--- src/rtl/tft_pkg.sv ---
// Shared definitions for the TFT receive-side decoder: command codes, decoder
// states and the power-on address window.
package tft_pkg;

   localparam logic [7:0] CMD_CASET = 8'h2A;
   localparam logic [7:0] CMD_PASET = 8'h2B;
   localparam logic [7:0] CMD_RAMWR = 8'h2C;

   // Full 16-bit defaults; narrower coordinate builds take the low bits.
   localparam logic [15:0] DEF_XS = 16'd0;
   localparam logic [15:0] DEF_XE = 16'd239;
   localparam logic [15:0] DEF_YS = 16'd0;
   localparam logic [15:0] DEF_YE = 16'd319;

   typedef enum logic [2:0] {
      StIdle,
      StCaset,
      StPaset,
      StRamwr,
      StSkip
   } dec_state_e;

   function automatic dec_state_e cmd_to_state(input logic [7:0] code);
      dec_state_e st;
      case (code)
         CMD_CASET: st = StCaset;
         CMD_PASET: st = StPaset;
         CMD_RAMWR: st = StRamwr;
         default:   st = StSkip;
      endcase
      return st;
   endfunction

endpackage

--- src/rtl/tft_rx_decoder_if.sv ---
// Pin-side SPI inputs and decoded outputs of the TFT receive decoder.
// master drives the SPI pins and observes results; slave is the decoder.
interface tft_rx_decoder_if #(
   parameter int unsigned COORD_W = 9
);

   logic               tft_clk;
   logic               tft_mosi;
   logic               tft_dc;
   logic               tft_cs;
   logic               byte_valid;
   logic [7:0]         byte_data;
   logic               byte_dc;
   logic               cmd_valid;
   logic [7:0]         cmd_code;
   logic               pix_valid;
   logic [COORD_W-1:0] pix_x;
   logic [COORD_W-1:0] pix_y;
   logic [15:0]        pix_data;
   logic [COORD_W-1:0] win_xs;
   logic [COORD_W-1:0] win_xe;
   logic [COORD_W-1:0] win_ys;
   logic [COORD_W-1:0] win_ye;

   modport master (
      output tft_clk, tft_mosi, tft_dc, tft_cs,
      input  byte_valid, byte_data, byte_dc, cmd_valid, cmd_code,
      input  pix_valid, pix_x, pix_y, pix_data,
      input  win_xs, win_xe, win_ys, win_ye
   );

   modport slave (
      input  tft_clk, tft_mosi, tft_dc, tft_cs,
      output byte_valid, byte_data, byte_dc, cmd_valid, cmd_code,
      output pix_valid, pix_x, pix_y, pix_data,
      output win_xs, win_xe, win_ys, win_ye
   );

endinterface

--- src/rtl/spi_byte_rx.sv ---
// Oversampled SPI byte receiver: synchronizers, tft_clk rising-edge detect, MSB-first shifter.
// Chip select is honoured only when TFT_RX_CS_EN is defined.
module spi_byte_rx #(
   parameter int unsigned SYNC_STAGES = 2
) (
   input  logic       clk,
   input  logic       rst,
   input  logic       tft_clk,
   input  logic       tft_mosi,
   input  logic       tft_dc,
   input  logic       tft_cs,
   output logic       byte_valid,
   output logic [7:0] byte_data,
   output logic       byte_dc
);

   logic [SYNC_STAGES-1:0] clk_sync;
   logic [SYNC_STAGES-1:0] mosi_sync;
   logic [SYNC_STAGES-1:0] dc_sync;
   logic                   clk_prev;
   logic [6:0]             shift;
   logic [2:0]             bit_cnt;
   logic                   selected;
   logic                   rise;

   assign rise = clk_sync[SYNC_STAGES-1] & ~clk_prev;

`ifdef TFT_RX_CS_EN
   logic [SYNC_STAGES-1:0] cs_sync;

   always_ff @(posedge clk) begin
      if (!rst) begin
         cs_sync <= '0;
      end else begin
         cs_sync <= {cs_sync[SYNC_STAGES-2:0], tft_cs};
      end
   end

   assign selected = ~cs_sync[SYNC_STAGES-1];
`else
   logic unused_cs;
   assign unused_cs = tft_cs;
   assign selected  = 1'b1;
`endif

   always_ff @(posedge clk) begin
      if (!rst) begin
         clk_sync   <= '0;
         mosi_sync  <= '0;
         dc_sync    <= '0;
         clk_prev   <= 1'b0;
         shift      <= '0;
         bit_cnt    <= '0;
         byte_valid <= 1'b0;
         byte_data  <= '0;
         byte_dc    <= 1'b0;
      end else begin
         clk_sync   <= {clk_sync[SYNC_STAGES-2:0], tft_clk};
         mosi_sync  <= {mosi_sync[SYNC_STAGES-2:0], tft_mosi};
         dc_sync    <= {dc_sync[SYNC_STAGES-2:0], tft_dc};
         clk_prev   <= clk_sync[SYNC_STAGES-1];
         byte_valid <= 1'b0;
         if (!selected) begin
            // Deselect throws away any partially assembled byte.
            shift   <= '0;
            bit_cnt <= '0;
         end else if (rise) begin
            shift   <= {shift[5:0], mosi_sync[SYNC_STAGES-1]};
            bit_cnt <= bit_cnt + 3'd1;
            if (bit_cnt == 3'd7) begin
               byte_data  <= {shift, mosi_sync[SYNC_STAGES-1]};
               byte_dc    <= dc_sync[SYNC_STAGES-1];
               byte_valid <= 1'b1;
            end
         end
      end
   end

endmodule

--- src/rtl/tft_rx_decoder.sv ---
// TFT display command decoder: tracks CASET/PASET address window and turns RAMWR data
// into addressed RGB565 pixel writes. Optional macro TFT_RX_CS_EN enables chip select.
module tft_rx_decoder
   import tft_pkg::*;
#(
   parameter int unsigned SYNC_STAGES = 2,
   parameter int unsigned COORD_W     = 9
) (
   input logic              clk,
   input logic              rst,
   tft_rx_decoder_if.slave  bus
);

   logic               rx_valid;
   logic [7:0]         rx_data;
   logic               rx_dc;

   dec_state_e         state;
   logic [1:0]         param_idx;
   logic               param_done;
   logic [7:0]         param_hi;
   logic               half;
   logic [7:0]         pix_hi;
   logic [7:0]         cmd_q;
   logic [COORD_W-1:0] cur_x, cur_y, x_next, y_next, coord;
   logic [COORD_W-1:0] win_xs, win_xe, win_ys, win_ye;
   logic               pix_valid;
   logic [COORD_W-1:0] pix_x, pix_y;
   logic [15:0]        pix_data;

   spi_byte_rx #(
      .SYNC_STAGES(SYNC_STAGES)
   ) u_rx (
      .clk        (clk),
      .rst        (rst),
      .tft_clk    (bus.tft_clk),
      .tft_mosi   (bus.tft_mosi),
      .tft_dc     (bus.tft_dc),
      .tft_cs     (bus.tft_cs),
      .byte_valid (rx_valid),
      .byte_data  (rx_data),
      .byte_dc    (rx_dc)
   );

   assign coord = COORD_W'({param_hi, rx_data});

   always_comb begin
      x_next = cur_x + COORD_W'(1);
      y_next = cur_y;
      if (cur_x == win_xe) begin
         x_next = win_xs;
         y_next = (cur_y == win_ye) ? win_ys : cur_y + COORD_W'(1);
      end
   end

   always_ff @(posedge clk) begin
      if (!rst) begin
         state      <= StIdle;
         param_idx  <= '0;
         param_done <= 1'b0;
         param_hi   <= '0;
         half       <= 1'b0;
         pix_hi     <= '0;
         cmd_q      <= '0;
         cur_x      <= '0;
         cur_y      <= '0;
         win_xs     <= DEF_XS[COORD_W-1:0];
         win_xe     <= DEF_XE[COORD_W-1:0];
         win_ys     <= DEF_YS[COORD_W-1:0];
         win_ye     <= DEF_YE[COORD_W-1:0];
         pix_valid  <= 1'b0;
         pix_x      <= '0;
         pix_y      <= '0;
         pix_data   <= '0;
      end else begin
         pix_valid <= 1'b0;
         if (rx_valid && !rx_dc) begin
            // Any command restarts decoding; a pending hi half-pixel is dropped.
            state      <= cmd_to_state(rx_data);
            cmd_q      <= rx_data;
            param_idx  <= '0;
            param_done <= 1'b0;
            half       <= 1'b0;
            cur_x      <= win_xs;
            cur_y      <= win_ys;
         end else if (rx_valid) begin
            case (state)
               StCaset, StPaset: begin
                  if (!param_done) begin
                     param_idx <= param_idx + 2'd1;
                     if (param_idx == 2'd3) param_done <= 1'b1;
                     case (param_idx)
                        2'd0, 2'd2: param_hi <= rx_data;
                        2'd1: begin
                           if (state == StCaset) win_xs <= coord;
                           else                  win_ys <= coord;
                        end
                        2'd3: begin
                           if (state == StCaset) win_xe <= coord;
                           else                  win_ye <= coord;
                        end
                     endcase
                  end
               end
               StRamwr: begin
                  if (!half) begin
                     pix_hi <= rx_data;
                     half   <= 1'b1;
                  end else begin
                     half      <= 1'b0;
                     pix_valid <= 1'b1;
                     pix_x     <= cur_x;
                     pix_y     <= cur_y;
                     pix_data  <= {pix_hi, rx_data};
                     cur_x     <= x_next;
                     cur_y     <= y_next;
                  end
               end
               default: ;
            endcase
         end
      end
   end

   assign bus.byte_valid = rx_valid;
   assign bus.byte_data  = rx_data;
   assign bus.byte_dc    = rx_dc;
   assign bus.cmd_valid  = rx_valid & ~rx_dc;
   // Present the new code in the same cycle as cmd_valid, then hold it.
   assign bus.cmd_code   = (rx_valid && !rx_dc) ? rx_data : cmd_q;
   assign bus.pix_valid  = pix_valid;
   assign bus.pix_x      = pix_x;
   assign bus.pix_y      = pix_y;
   assign bus.pix_data   = pix_data;
   assign bus.win_xs     = win_xs;
   assign bus.win_xe     = win_xe;
   assign bus.win_ys     = win_ys;
   assign bus.win_ye     = win_ye;

endmodule

--- src/flat_wrapper.sv ---
// flat-port wrapper written by rule: the top's interface ports become plain ports
module tft_rx_decoder_flat import tft_pkg::*;
#(
   parameter int unsigned SYNC_STAGES = 2,
   parameter int unsigned COORD_W     = 9
)
  (clk, rst, bus_tft_clk, bus_tft_mosi, bus_tft_dc, bus_tft_cs, bus_byte_valid, bus_byte_data, bus_byte_dc, bus_cmd_valid, bus_cmd_code, bus_pix_valid, bus_pix_x, bus_pix_y, bus_pix_data, bus_win_xs, bus_win_xe, bus_win_ys, bus_win_ye);
  tft_rx_decoder_if #(.COORD_W(COORD_W)) bus_i ();
  input logic clk;
  input logic rst;
  input wire logic [$bits(bus_i.tft_clk)-1:0] bus_tft_clk;
  input wire logic [$bits(bus_i.tft_mosi)-1:0] bus_tft_mosi;
  input wire logic [$bits(bus_i.tft_dc)-1:0] bus_tft_dc;
  input wire logic [$bits(bus_i.tft_cs)-1:0] bus_tft_cs;
  output wire logic [$bits(bus_i.byte_valid)-1:0] bus_byte_valid;
  output wire logic [$bits(bus_i.byte_data)-1:0] bus_byte_data;
  output wire logic [$bits(bus_i.byte_dc)-1:0] bus_byte_dc;
  output wire logic [$bits(bus_i.cmd_valid)-1:0] bus_cmd_valid;
  output wire logic [$bits(bus_i.cmd_code)-1:0] bus_cmd_code;
  output wire logic [$bits(bus_i.pix_valid)-1:0] bus_pix_valid;
  output wire logic [$bits(bus_i.pix_x)-1:0] bus_pix_x;
  output wire logic [$bits(bus_i.pix_y)-1:0] bus_pix_y;
  output wire logic [$bits(bus_i.pix_data)-1:0] bus_pix_data;
  output wire logic [$bits(bus_i.win_xs)-1:0] bus_win_xs;
  output wire logic [$bits(bus_i.win_xe)-1:0] bus_win_xe;
  output wire logic [$bits(bus_i.win_ys)-1:0] bus_win_ys;
  output wire logic [$bits(bus_i.win_ye)-1:0] bus_win_ye;
  assign bus_i.tft_clk = bus_tft_clk;
  assign bus_i.tft_mosi = bus_tft_mosi;
  assign bus_i.tft_dc = bus_tft_dc;
  assign bus_i.tft_cs = bus_tft_cs;
  assign bus_byte_valid = bus_i.byte_valid;
  assign bus_byte_data = bus_i.byte_data;
  assign bus_byte_dc = bus_i.byte_dc;
  assign bus_cmd_valid = bus_i.cmd_valid;
  assign bus_cmd_code = bus_i.cmd_code;
  assign bus_pix_valid = bus_i.pix_valid;
  assign bus_pix_x = bus_i.pix_x;
  assign bus_pix_y = bus_i.pix_y;
  assign bus_pix_data = bus_i.pix_data;
  assign bus_win_xs = bus_i.win_xs;
  assign bus_win_xe = bus_i.win_xe;
  assign bus_win_ys = bus_i.win_ys;
  assign bus_win_ye = bus_i.win_ye;
  tft_rx_decoder #(.SYNC_STAGES(SYNC_STAGES), .COORD_W(COORD_W)) u_core (.clk(clk), .rst(rst), .bus(bus_i));
endmodule
--- config.mk ---
export PLATFORM = sky130hd
export DESIGN_NAME = tft_rx_decoder_flat
export DESIGN_NICKNAME = d
export VERILOG_FILES = /design/src/rtl/tft_pkg.sv /design/src/rtl/tft_rx_decoder_if.sv /design/src/rtl/spi_byte_rx.sv /design/src/rtl/tft_rx_decoder.sv /design/src/flat_wrapper.sv
export SDC_FILE = /design/constraint.sdc
export NUM_CORES = 1
export LEC_CHECK = 0
export CAP_MARGIN = 0
export CORE_UTILIZATION = 50
export DETAILED_ROUTE_END_ITERATION = 8
export PLACE_DENSITY = 0.73
export SLEW_MARGIN = 0
export SYNTH_ARGS = -nofsm -noshare
export SYNTH_HDL_FRONTEND = slang
export SYNTH_SLANG_ARGS = --single-unit
export TNS_END_PERCENT = 20
--- constraint.sdc ---
create_clock -name clk -period 2.1 [get_ports clk]
set_input_delay 0.21 -clock clk [delete_from_list [all_inputs] [get_ports clk]]
set_output_delay 0.21 -clock clk [all_outputs]
set_load 0.01 [all_outputs]
==> results of run 1 <==
## state kept, by name, summed over array words and instances (netlist names), 9 cells and up
register	cells
u_core.bus.pix_y	9
u_core.cur_x	9
u_core.bus.win_ye	9
u_core.bus.pix_x	9
u_core.bus.pix_data	16
u_core.bus.win_xe	9
u_core.bus.win_xs	9
u_core.bus.win_ys	9
u_core.cur_y	9
## through the flow
step / utilization (%) / setup TNS, ps / std cells
floorplan: - / 0 / 698
global placement: 61.5 / 0 / 909
detailed placement: 61.5 / 0 / 909
CTS: 66.4 / 0 / 941
global route: 66.5 / -1.25 / 941
finish: 66.5 / 0 / 941
## Yosys cell counts, drive strengths merged (2+ instances only)
library cell	number
a211oi	3
or3	3
mux2i	56
a21oi	68
clkbuf	32
and3	6
buf	21
nor2	56
nand4	7
nor4b	4
nor2b	4
o211ai	5
nand4b	2
xor2	10
xnor2	12
o221ai	5
nand2	165
nand2b	2
nor3	8
nand3	21
nor4	5
o22ai	4
nand3b	2
a22oi	4
a31oi	6
dfxtp	140
and2	9
nor3b	3
and4	3
or2	3
inv	6
ha	8
o21ai	6
## worst max-delay path, delay by kind of cell (launching register included)
family	cells	cell delay, ps
buffers and inverters	2	680
DFF	1	310
and+or+nand+nor	3	370
## logic make-up (layout without fill, tap and decap cells)
family / count (synthesis) / in the layout / synth area share [%]
simple gates: 305 / 305 / 23.3
mux: 56 / 56 / 9.27
flops: 140 / 140 / 46.4
compound gates: 108 / 108 / 11.3
buf+inv: 59 / 159 / 4.47
fa+ha+maj: 8 / 8 / 1.66
xor+xnor: 22 / 22 / 3.62
## path summary, 6_finish.rpt
check / startpoint / end / slack, ps / cells past startpoint
max: u_core.u_rx.byte_dc$_SDFFE_PN0P_ / bus_cmd_code[1] / 90 / 5
min: bus_tft_mosi / u_core.u_rx.mosi_sync[0]$_SDFF_PN0_ / 370 / 2
max reg2reg: u_core.cur_x[4]$_SDFFE_PN0P_ / u_core.cur_y[0]$_SDFFE_PN0P_ / 240 / 5
min reg2reg: u_core.u_rx.clk_sync[0]$_SDFF_PN0_ / u_core.u_rx.clk_sync[1]$_SDFF_PN0_ / 440 / 1
## report_power, final
| group | switching [mW] | internal [mW] |
|---|---|---|
| combinational | 0.0776 | 0.0479 |
| sequential | 0.0260 | 2.68 |
| clock | 1.07 | 1.72 |
## per-layer routing
layer | up-vias | track usage, % | wire length, um
li1 | 2554 | - | -
met3 | 33 | 5.99 | 853
met2 | 164 | 42.0 | 7470
met1 | 2532 | 32.5 | 6850
met5 | - | 0 | 0
met4 | 0 | 12.0 | 375
## final cells by class
| type | instances | area, um2 |
|---|---|---|
| clock buffers | 26 | 529 |
| flip-flops and latches | 140 | 2800 |
| multi-input cells | 499 | 2970 |
| repair buffers | 121 | 1170 |
| well taps | 143 | 179 |
| clock inverters | 6 | 32.5 |
| fillers | 997 | 3890 |
| inverters | 6 | 35.0 |
==> results.md, run 1 <==
* FFs w/ async S/R, synth at 0%
* Detailed Route WL at 15,600 um
* Main flop type after synthesis: dfxtp_1
* Mapped Cells at 698
* Most common cell after layout, fill and taps aside: nand2_1
* Most frequent cells in the layout: 163 x nand2_1, 140 x dfxtp_1, 94 x clkdlybuf4s50_1
* Critical-path top delay cell: clkdlybuf4s50_1
* Synth area leader: dfxtp_1
* WP data arrival at 1800 ps
* Period utilization at 95.7%
* Worst endpoint required time at 1890 ps
* CP Capture Type: output pin
* Synth Cell Area at 6040 um2
* Worst-path clk slew at 60 ps
* Nets at 799
* PD cells at 727 nW/um2
* Worst vdd ir at 497 uV
* Post-route cell area at 7720 um2
* Vias in the first global route at 5,061
* Clock Path Buffers at 2
* Area after DPL at 7140 um2
* Post-CTS setup buffer count at 0
* Clock Latency Late Sink at 420 ps
* Failing checks: DRC
* Rows at 39
* Die Y at 112 um
* Area growth, synth to finish at 27.7%
* Peak Freq at 0.498 GHz
* Final max-slew violation count at 0
* Total clock buffers created by CTS at 17
* GP Congestion at 0.880
* Largest cells by area after synthesis: dfxtp_1 46%, nand2_1 10%, mux2i_1 9.3%, a21oi_1 5.6%, nor2_1 3.5%
* Mapped Nets at 712
* Skew final at 7.13 ps
* Synth cell types at 61
* # clock sinks at 140
* Via count at 5,283
* Cell repeated most along the worst path: nand2_1
* Via-per-instance ratio at 5.61
* Average routed wire per standard cell at 16.5 um
* Mapped Avg Cell Area at 8.66 um2
* Final min period at 2010 ps
* Initial antenna violation count at 0
* LEAKAGE at 2.92 nW
* Power, Total at 5.61 mW
* Initial Utilization at 52.0%
* Hold Slack at 370 ps
* Post-route ant nets at 0
* Gr usage total at 25.8%
* Placeable Area at 11,600 um2
* Setup violations, final at 0
* Final Hold Viols at 0
* Max_cap viols at 0
* Hold Crit Class: in -> reg
* Total grt overflow at 0
* Worst path cell trace: nand2b_4 > clkinv_8 > nand2_1 > nand2_1 > clkdlybuf4s50_1
* Yosys warning total at 0
* DRC errors left at 5
* Port Buffers at 94
* Post-synth top area share at 46.4%
* Slew headroom at 63.9%
* First-pass GRT wire length at 25,100 um
* Pin count of the biggest net entering global routing at 54
* Horiz. Die Dim at 112 um
* CP max FO at 20
* Io pins at 96
* Post-synthesis register bit count at 140
* Initial DRC count at 264
* Post-synth EDFFs at 0
* Post-detail-place hpwl at 10,600 um
* Share of layout cells above drive strength 1 at 10.0%
* Post-synthesis sequential area ratio at 46.4%
* DP Worst Slack at 228 ps
* Worst Setup Path Type: reg -> out
* Worst-Margin Slew at 541 ps
* Status: finished, violations left
* Number of diodes at 0
* Post-CTS sizing at 2
* Root Buffer: clkbuf_16
* Setup ws final at 91.2 ps
* Die area at 12,500 um2
* Number of H-tree levels at 4
* CP peak stage delay at 540 ps
* Pre-Repair DR Iteration Count at 6
* Setup crit start kind: register
* CTS tree: built
* Hold buffers post-CTS at 0
No activity file was read; power rests on OpenSTA's default activity.
==> run 2: changes to the inputs <==
Settings changed: CELL_PAD_IN_SITES_DETAIL_PLACEMENT from default to 1, CELL_PAD_IN_SITES_GLOBAL_PLACEMENT from default to 1, CORE_UTILIZATION 50 to 40, GPL_TIMING_DRIVEN from default to 0, PLACE_DENSITY 0.73 to 0.77.
==> results.md, run 2 (synthesized netlist as in run 1, its figures left out) <==
* Worst vdd ir at 613 uV (was 497 uV)
* R2R cell count at 6 (was 5)
* Hold Crit Class: in -> reg (unchanged)
* Die Y at 125 um (was 112 um)
* PD cells at 758 nW/um2 (was 727 nW/um2)
* Biggest register: u_core.bus.pix_data (unchanged)
* Total clock buffers created by CTS at 17 (unchanged)
* First-pass GRT wire length at 30,800 um (was 25,100 um)
* Placed cell count at 976 (was 909)
* Nets at 827 (was 799)
* Horiz. Die Dim at 125 um (was 112 um)
* Via-per-instance ratio at 5.43 (was 5.61)
* Final std cells w/o fill at 1,010 (was 941)
* Worst reg2reg path startpoint: u_core.u_rx.byte_valid$_SDFF_PN0_ (was u_core.cur_x[4]$_SDFFE_PN0P_)
* Post-route ant nets at 0 (unchanged)
* Clock share of power at 52.2% (was 49.6%)
* Max_cap viols at 0 (unchanged)
* Sw Pwr at 1.45 mW (was 1.17 mW)
* Pre-Repair DR Iteration Count at 8 (was 6)
* Initial antenna violation count at 0 (unchanged)
* CP Capture Type: output pin (unchanged)
* Final max-slew violation count at 0 (unchanged)
* Io pins at 96 (unchanged)
* Most frequent cells in the layout: 163 x nand2_1, 138 x dfxtp_1, 85 x clkdlybuf4s50_1 (was 163 x nand2_1, 140 x dfxtp_1, 94 x clkdlybuf4s50_1)
* LEAKAGE at 2.99 nW (was 2.92 nW)
* Via count at 5,487 (was 5,283)
* Final Hold Viols at 0 (unchanged)
* Post-detail-place hpwl at 13,600 um (was 10,600 um)
* Setup violations, final at 0 (unchanged)
* Most common cell after layout, fill and taps aside: nand2_1 (unchanged)
* Setup crit start kind: register (unchanged)
* Hold EP: u_core.u_rx.mosi_sync[0]$_SDFF_PN0_ (unchanged)
* Pin count of the biggest net entering global routing at 17 (was 54)
* Comb power frac at 2.7% (was 2.2%)
* Rows at 44 (was 39)
* Worst-Margin Slew at 682 ps (was 541 ps)
* Share of layout cells above drive strength 1 at 10.5% (was 10.0%)
* Worst endpoint required time at 1890 ps (about the same)
* Hold buffers post-CTS at 0 (unchanged)
* Internal at 4.52 mW (was 4.44 mW)
* WHS Path Cells at 2 (unchanged)
* Failing checks: DRC (unchanged)
* Worst reg2reg endpoint: u_core.cur_y[3]$_SDFFE_PN0P_ (was u_core.cur_y[0]$_SDFFE_PN0P_)
* Die area at 15,600 um2 (was 12,500 um2)
* Max FFs per register at 16 (unchanged)
* Worst Setup Path Type: reg -> out (unchanged)
* Register-to-register setup slack at 140 ps (was 240 ps)
* GP Congestion at 0.821 (was 0.880)
* DRC errors left at 12 (was 5)
* Initial Utilization at 41.3% (was 52.0%)
* Peak Freq at 0.491 GHz (was 0.498 GHz)
* Clock Latency Late Sink at 430 ps (was 420 ps)
* CTS tree: built (unchanged)
* Skew final at 7.36 ps (was 7.13 ps)
* Final min period at 2030 ps (was 2010 ps)
* Number of H-tree levels at 4 (unchanged)
* Root Buffer: clkbuf_16 (unchanged)
* Area growth, synth to finish at 30.2% (was 27.7%)
* Gr usage total at 25.9% (was 25.8%)
* Worst-path clk slew at 60 ps (about the same)
* Number of diodes at 0 (unchanged)
* Clock Path Buffers at 2 (unchanged)
* Average routed wire per standard cell at 19.4 um (was 16.5 um)
* Switching part of the total power at 24.3% (was 20.8%)
* Sequential share of power at 45.1% (was 48.2%)
* Total grt overflow at 0 (unchanged)
* Setup TNS at 0 ps (unchanged)
* Detailed Route WL at 19,600 um (was 15,600 um)
* Status: finished, violations left (unchanged)
* Placeable Area at 14,600 um2 (was 11,600 um2)
* WP data arrival at 1820 ps (was 1800 ps)
* Port Buffers at 94 (unchanged)
* Initial DRC count at 397 (was 264)
* HP Start: bus_tft_mosi (unchanged)
* Power, Total at 5.96 mW (was 5.61 mW)
* Vias in the first global route at 5,691 (was 5,061)
* Period utilization at 96.9% (was 95.7%)
* # clock sinks at 140 (unchanged)
* CP max FO at 10 (was 20)
* Slew headroom at 54.5% (was 63.9%)
[run 2: critical path: stages (launching register included)]
cell	delay, ps
dfxtp_4	380
nand2b_4	190
inv_2	110
buf_12	150
buf_8	140
nand2_1	80
nand2_1	90
clkdlybuf4s15_1	250
[run 2: power groups by stage]
stage	clock network (mW)	registers (mW)	logic, mW
2_1_floorplan	0	2.74	0.104
3_3_place_gp	0	2.75	0.153
3_5_place_dp	0	2.75	0.156
4_1_cts	3.15	2.69	0.158
5_1_grt	3.27	2.69	0.173
6_report	3.12	2.69	0.159
[run 2: worst max-delay path by stage]
stage,startpoint,to,slack [ps],cells after the start
global placement,rst,u_core.bus.win_ys[7]$_SDFFE_PN0P_,-410,6
detailed placement,rst,u_core.pix_hi[6]$_SDFFE_PN0P_,-460,6
finish,u_core.u_rx.byte_dc$_SDFFE_PN0P_,bus_cmd_code[3],70,7
CTS,u_core.u_rx.byte_dc$_SDFFE_PN0P_,bus_cmd_code[3],7,7
global route,u_core.u_rx.byte_dc$_SDFFE_PN0P_,bus_cmd_code[0],-9,7
floorplan,u_core.bus.win_xe[3]$_SDFFE_PN1P_,u_core.cur_y[0]$_SDFFE_PN0P_,450,5
[run 2: what timing repair did]
action	in CTS	in global routing
setup buffers	0	2
pin swaps	0	1
setup endpoints to repair	14	18
resized for setup	28	9
[run 2: area by class of cell]
type,instances,area [um2]
Fill cell,1695,6770
Inverter,6,22.5
Multi-Input combinational cell,499,2970
Buffer,53,285
Sequential cell,140,2810
Clock inverter,15,175
Clock buffer,17,425
Timing Repair Buffer,96,952
Tap cell,184,230
[run 2: metal layers]
metal	vias to the layer above	wire (um)	GRT usage [%]
met5	-	0	0
met4	0	299	8.11
met3	24	906	6.33
met2	143	9600	45.2
met1	2715	8790	31.5
li1	2605	-	-
[run 2: metrics by stage]
step	setup slack (ps)	hold WS, ps	instance area, um2	utilization, %
2_1_floorplan	445	337	6040	-
3_3_place_gp	-405	417	7220	49.3
3_5_place_dp	-460	423	7220	49.3
4_1_cts	6.81	355	7840	53.5
5_1_grt	-8.94	350	7870	53.7
6_report	65.2	359	7870	53.7
==> run 3: changes to the inputs <==
Settings changed: PLACE_DENSITY 0.77 to 0.88.
==> results.md, run 3 (synthesized netlist as in run 1, its figures left out) <==
* Worst-Margin Slew at 704 ps (was 682 ps)
* WP data arrival at 2310 ps (was 1820 ps)
* Die Y at 125 um (unchanged)
* Setup violations, final at 0 (unchanged)
* Setup crit start kind: register (unchanged)
* Hold EP: u_core.u_rx.dc_sync[0]$_SDFF_PN0_ (was u_core.u_rx.mosi_sync[0]$_SDFF_PN0_)
* Post-route cell area at 7930 um2 (was 7870 um2)
* Worst Setup Path Type: reg -> reg (was reg -> out)
* Multi-input logic area at 2980 um2 (was 2970 um2)
* HP Start: bus_tft_dc (was bus_tft_mosi)
* Failing checks: DRC (unchanged)
* DRC errors left at 14 (was 12)
* CP max FO at 10 (unchanged)
* Clock Path Buffers at 2 (unchanged)
* R2R cell count at 6 (unchanged)
* Via count at 5,658 (was 5,487)
* Worst-path clk slew at 60 ps (about the same)
* Detailed Route WL at 21,000 um (was 19,600 um)
* Average routed wire per standard cell at 20.7 um (was 19.4 um)
* Initial Utilization at 41.3% (unchanged)
* Period utilization at 95.7% (was 96.9%)
* Vias in the first global route at 6,089 (was 5,691)
* Total clock buffers created by CTS at 17 (unchanged)
* Fillers at 1,700 (was 1,695)
* Status: finished, violations left (unchanged)
* Final std cells w/o fill at 1,013 (was 1,010)
* # clock sinks at 140 (unchanged)
* Share of layout cells above drive strength 1 at 11.0% (was 10.5%)
* Rows at 44 (unchanged)
* Worst endpoint required time at 2400 ps (was 1890 ps)
* Most common cell after layout, fill and taps aside: nand2_1 (unchanged)
* Die area at 15,600 um2 (unchanged)
* Worst reg2reg path startpoint: u_core.u_rx.byte_valid$_SDFF_PN0_ (unchanged)
* CTS tree: built (unchanged)
* PD cells at 766 nW/um2 (was 758 nW/um2)
* Horiz. Die Dim at 125 um (unchanged)
* Most frequent cells in the layout: 163 x nand2_1, 138 x dfxtp_1, 85 x clkdlybuf4s50_1 (unchanged)
* Max FFs per register at 16 (unchanged)
* Area after DPL at 7220 um2 (unchanged)
* GP Congestion at 0.889 (was 0.821)
* Biggest register: u_core.bus.pix_data (unchanged)
* Total grt overflow at 0 (unchanged)
* Clock Latency Late Sink at 440 ps (was 430 ps)
* Final max-slew violation count at 0 (unchanged)
* Number of diodes at 0 (unchanged)
* Pin count of the biggest net entering global routing at 17 (unchanged)
* Final min period at 2010 ps (was 2030 ps)
* Worst vdd ir at 666 uV (was 613 uV)
* RSZ-0062 raised after global routing: true
* Io pins at 96 (unchanged)
* Register-to-register setup slack at 90 ps (was 140 ps)
* Hold Crit Class: in -> reg (unchanged)
* Post-route ant nets at 0 (unchanged)
* Port Buffers at 94 (unchanged)
* Area growth, synth to finish at 31.2% (was 30.2%)
* Gr usage total at 27.6% (was 25.9%)
* FF+latch area at 2810 um2 (unchanged)
* First-pass GRT wire length at 32,800 um (was 30,800 um)
* Skew final at 9.12 ps (was 7.36 ps)
* CP Capture Type: register (was output pin)
* Via-per-instance ratio at 5.59 (was 5.43)
* Number of H-tree levels at 4 (unchanged)
* Root Buffer: clkbuf_16 (unchanged)
* Placeable Area at 14,600 um2 (unchanged)
* Post-detail-place hpwl at 14,300 um (was 13,600 um)
* Peak Freq at 0.498 GHz (was 0.491 GHz)
* Pre-Repair DR Iteration Count at 7 (was 8)
* Worst reg2reg endpoint: u_core.bus.win_ye[3]$_SDFFE_PN1P_ (was u_core.cur_y[3]$_SDFFE_PN0P_)
* LEAKAGE at 3.07 nW (was 2.99 nW)
* Hold buffers post-CTS at 0 (unchanged)
* Initial antenna violation count at 0 (unchanged)
* Slew headroom at 53.1% (was 54.5%)
* Placed cell count at 976 (unchanged)
* Nets at 830 (was 827)
* Max_cap viols at 0 (unchanged)
* Initial DRC count at 388 (was 397)
* WHS Path Cells at 2 (unchanged)
* Final Hold Viols at 0 (unchanged)
==> run 3: worst max path at each step <==
stage / cells past startpoint / slack [ps] / endpoint / startpoint
detailed placement: 6 / -500 / u_core.bus.win_ys[2]$_SDFFE_PN0P_ / rst
global route: 5 / -7 / u_core.bus.pix_x[8]$_SDFFE_PN0P_ / u_core.state[1]$_SDFFE_PN0P_
CTS: 5 / -70 / bus_cmd_code[6] / u_core.u_rx.byte_dc$_SDFFE_PN0P_
finish: 6 / 90 / u_core.bus.win_ye[3]$_SDFFE_PN1P_ / u_core.u_rx.byte_valid$_SDFF_PN0_
global placement: 6 / -380 / u_core.u_rx.byte_data[7]$_SDFFE_PN0P_ / rst
floorplan: 5 / 450 / u_core.cur_y[0]$_SDFFE_PN0P_ / u_core.bus.win_xe[3]$_SDFFE_PN1P_
==> run 3: cell type report <==
class,count,share of cell area (%)
sequential,140,35.4
timing repair buffer,101,12.4
clock buffer,20,5.76
tap,184,2.90
inverter,6,0.284
buffer,51,3.58
clock inverter,12,2.13
multi-input combinational,499,37.5
==> run 3: where the power goes <==
part	leakage [nW]	internal (mW)	switching, mW
clock	0.306	2.04	1.18
sequential	1.13	2.67	0.0179
combinational	1.63	0.0504	0.112
total	3.07	4.76	1.31
==> run 3: worst max-delay path: stages, from the launching register on <==
cell and delay (ps):
dfxtp_2 400, buf_2 230, nand4b_1 120, nor3_1 400, nand2_2 320, mux2i_1 300
nand2_1 80
==> run 3: metrics by stage <==
| step | worst slack [ps] | util (%) | hold WS (ps) | power, mW | setup TNS (ps) |
|---|---|---|---|---|---|
| after global routing | -7.04 | 54.2 | 357 | 6.22 | -11.1 |
| after global placement | -381 | 49.3 | 419 | 2.90 | -28430 |
| after detailed placement | -502 | 49.3 | 431 | 2.91 | -34310 |
| final | 90.9 | 54.2 | 366 | 6.07 | 0 |
| after floorplan | 445 | - | 337 | 2.85 | 0 |
| after CTS | -67.9 | 53.9 | 348 | 6.11 | -67.9 |
==> run 3: timing repair <==
action,in CTS,in global routing
endpoints found under the setup margin,21,16
setup buffers,2,5
gates resized for setup,28,4
pin swaps,0,1
==> run 3: routing by layer <==
metal | vias up | part of all wire (%) | global-route usage (%)
li1 | 2611 | - | -
met4 | 0 | 3.1 | 12.7
met1 | 2817 | 42 | 31.8
met2 | 177 | 51 | 49.2
met5 | - | 0 | 0
met3 | 53 | 4.2 | 5.52
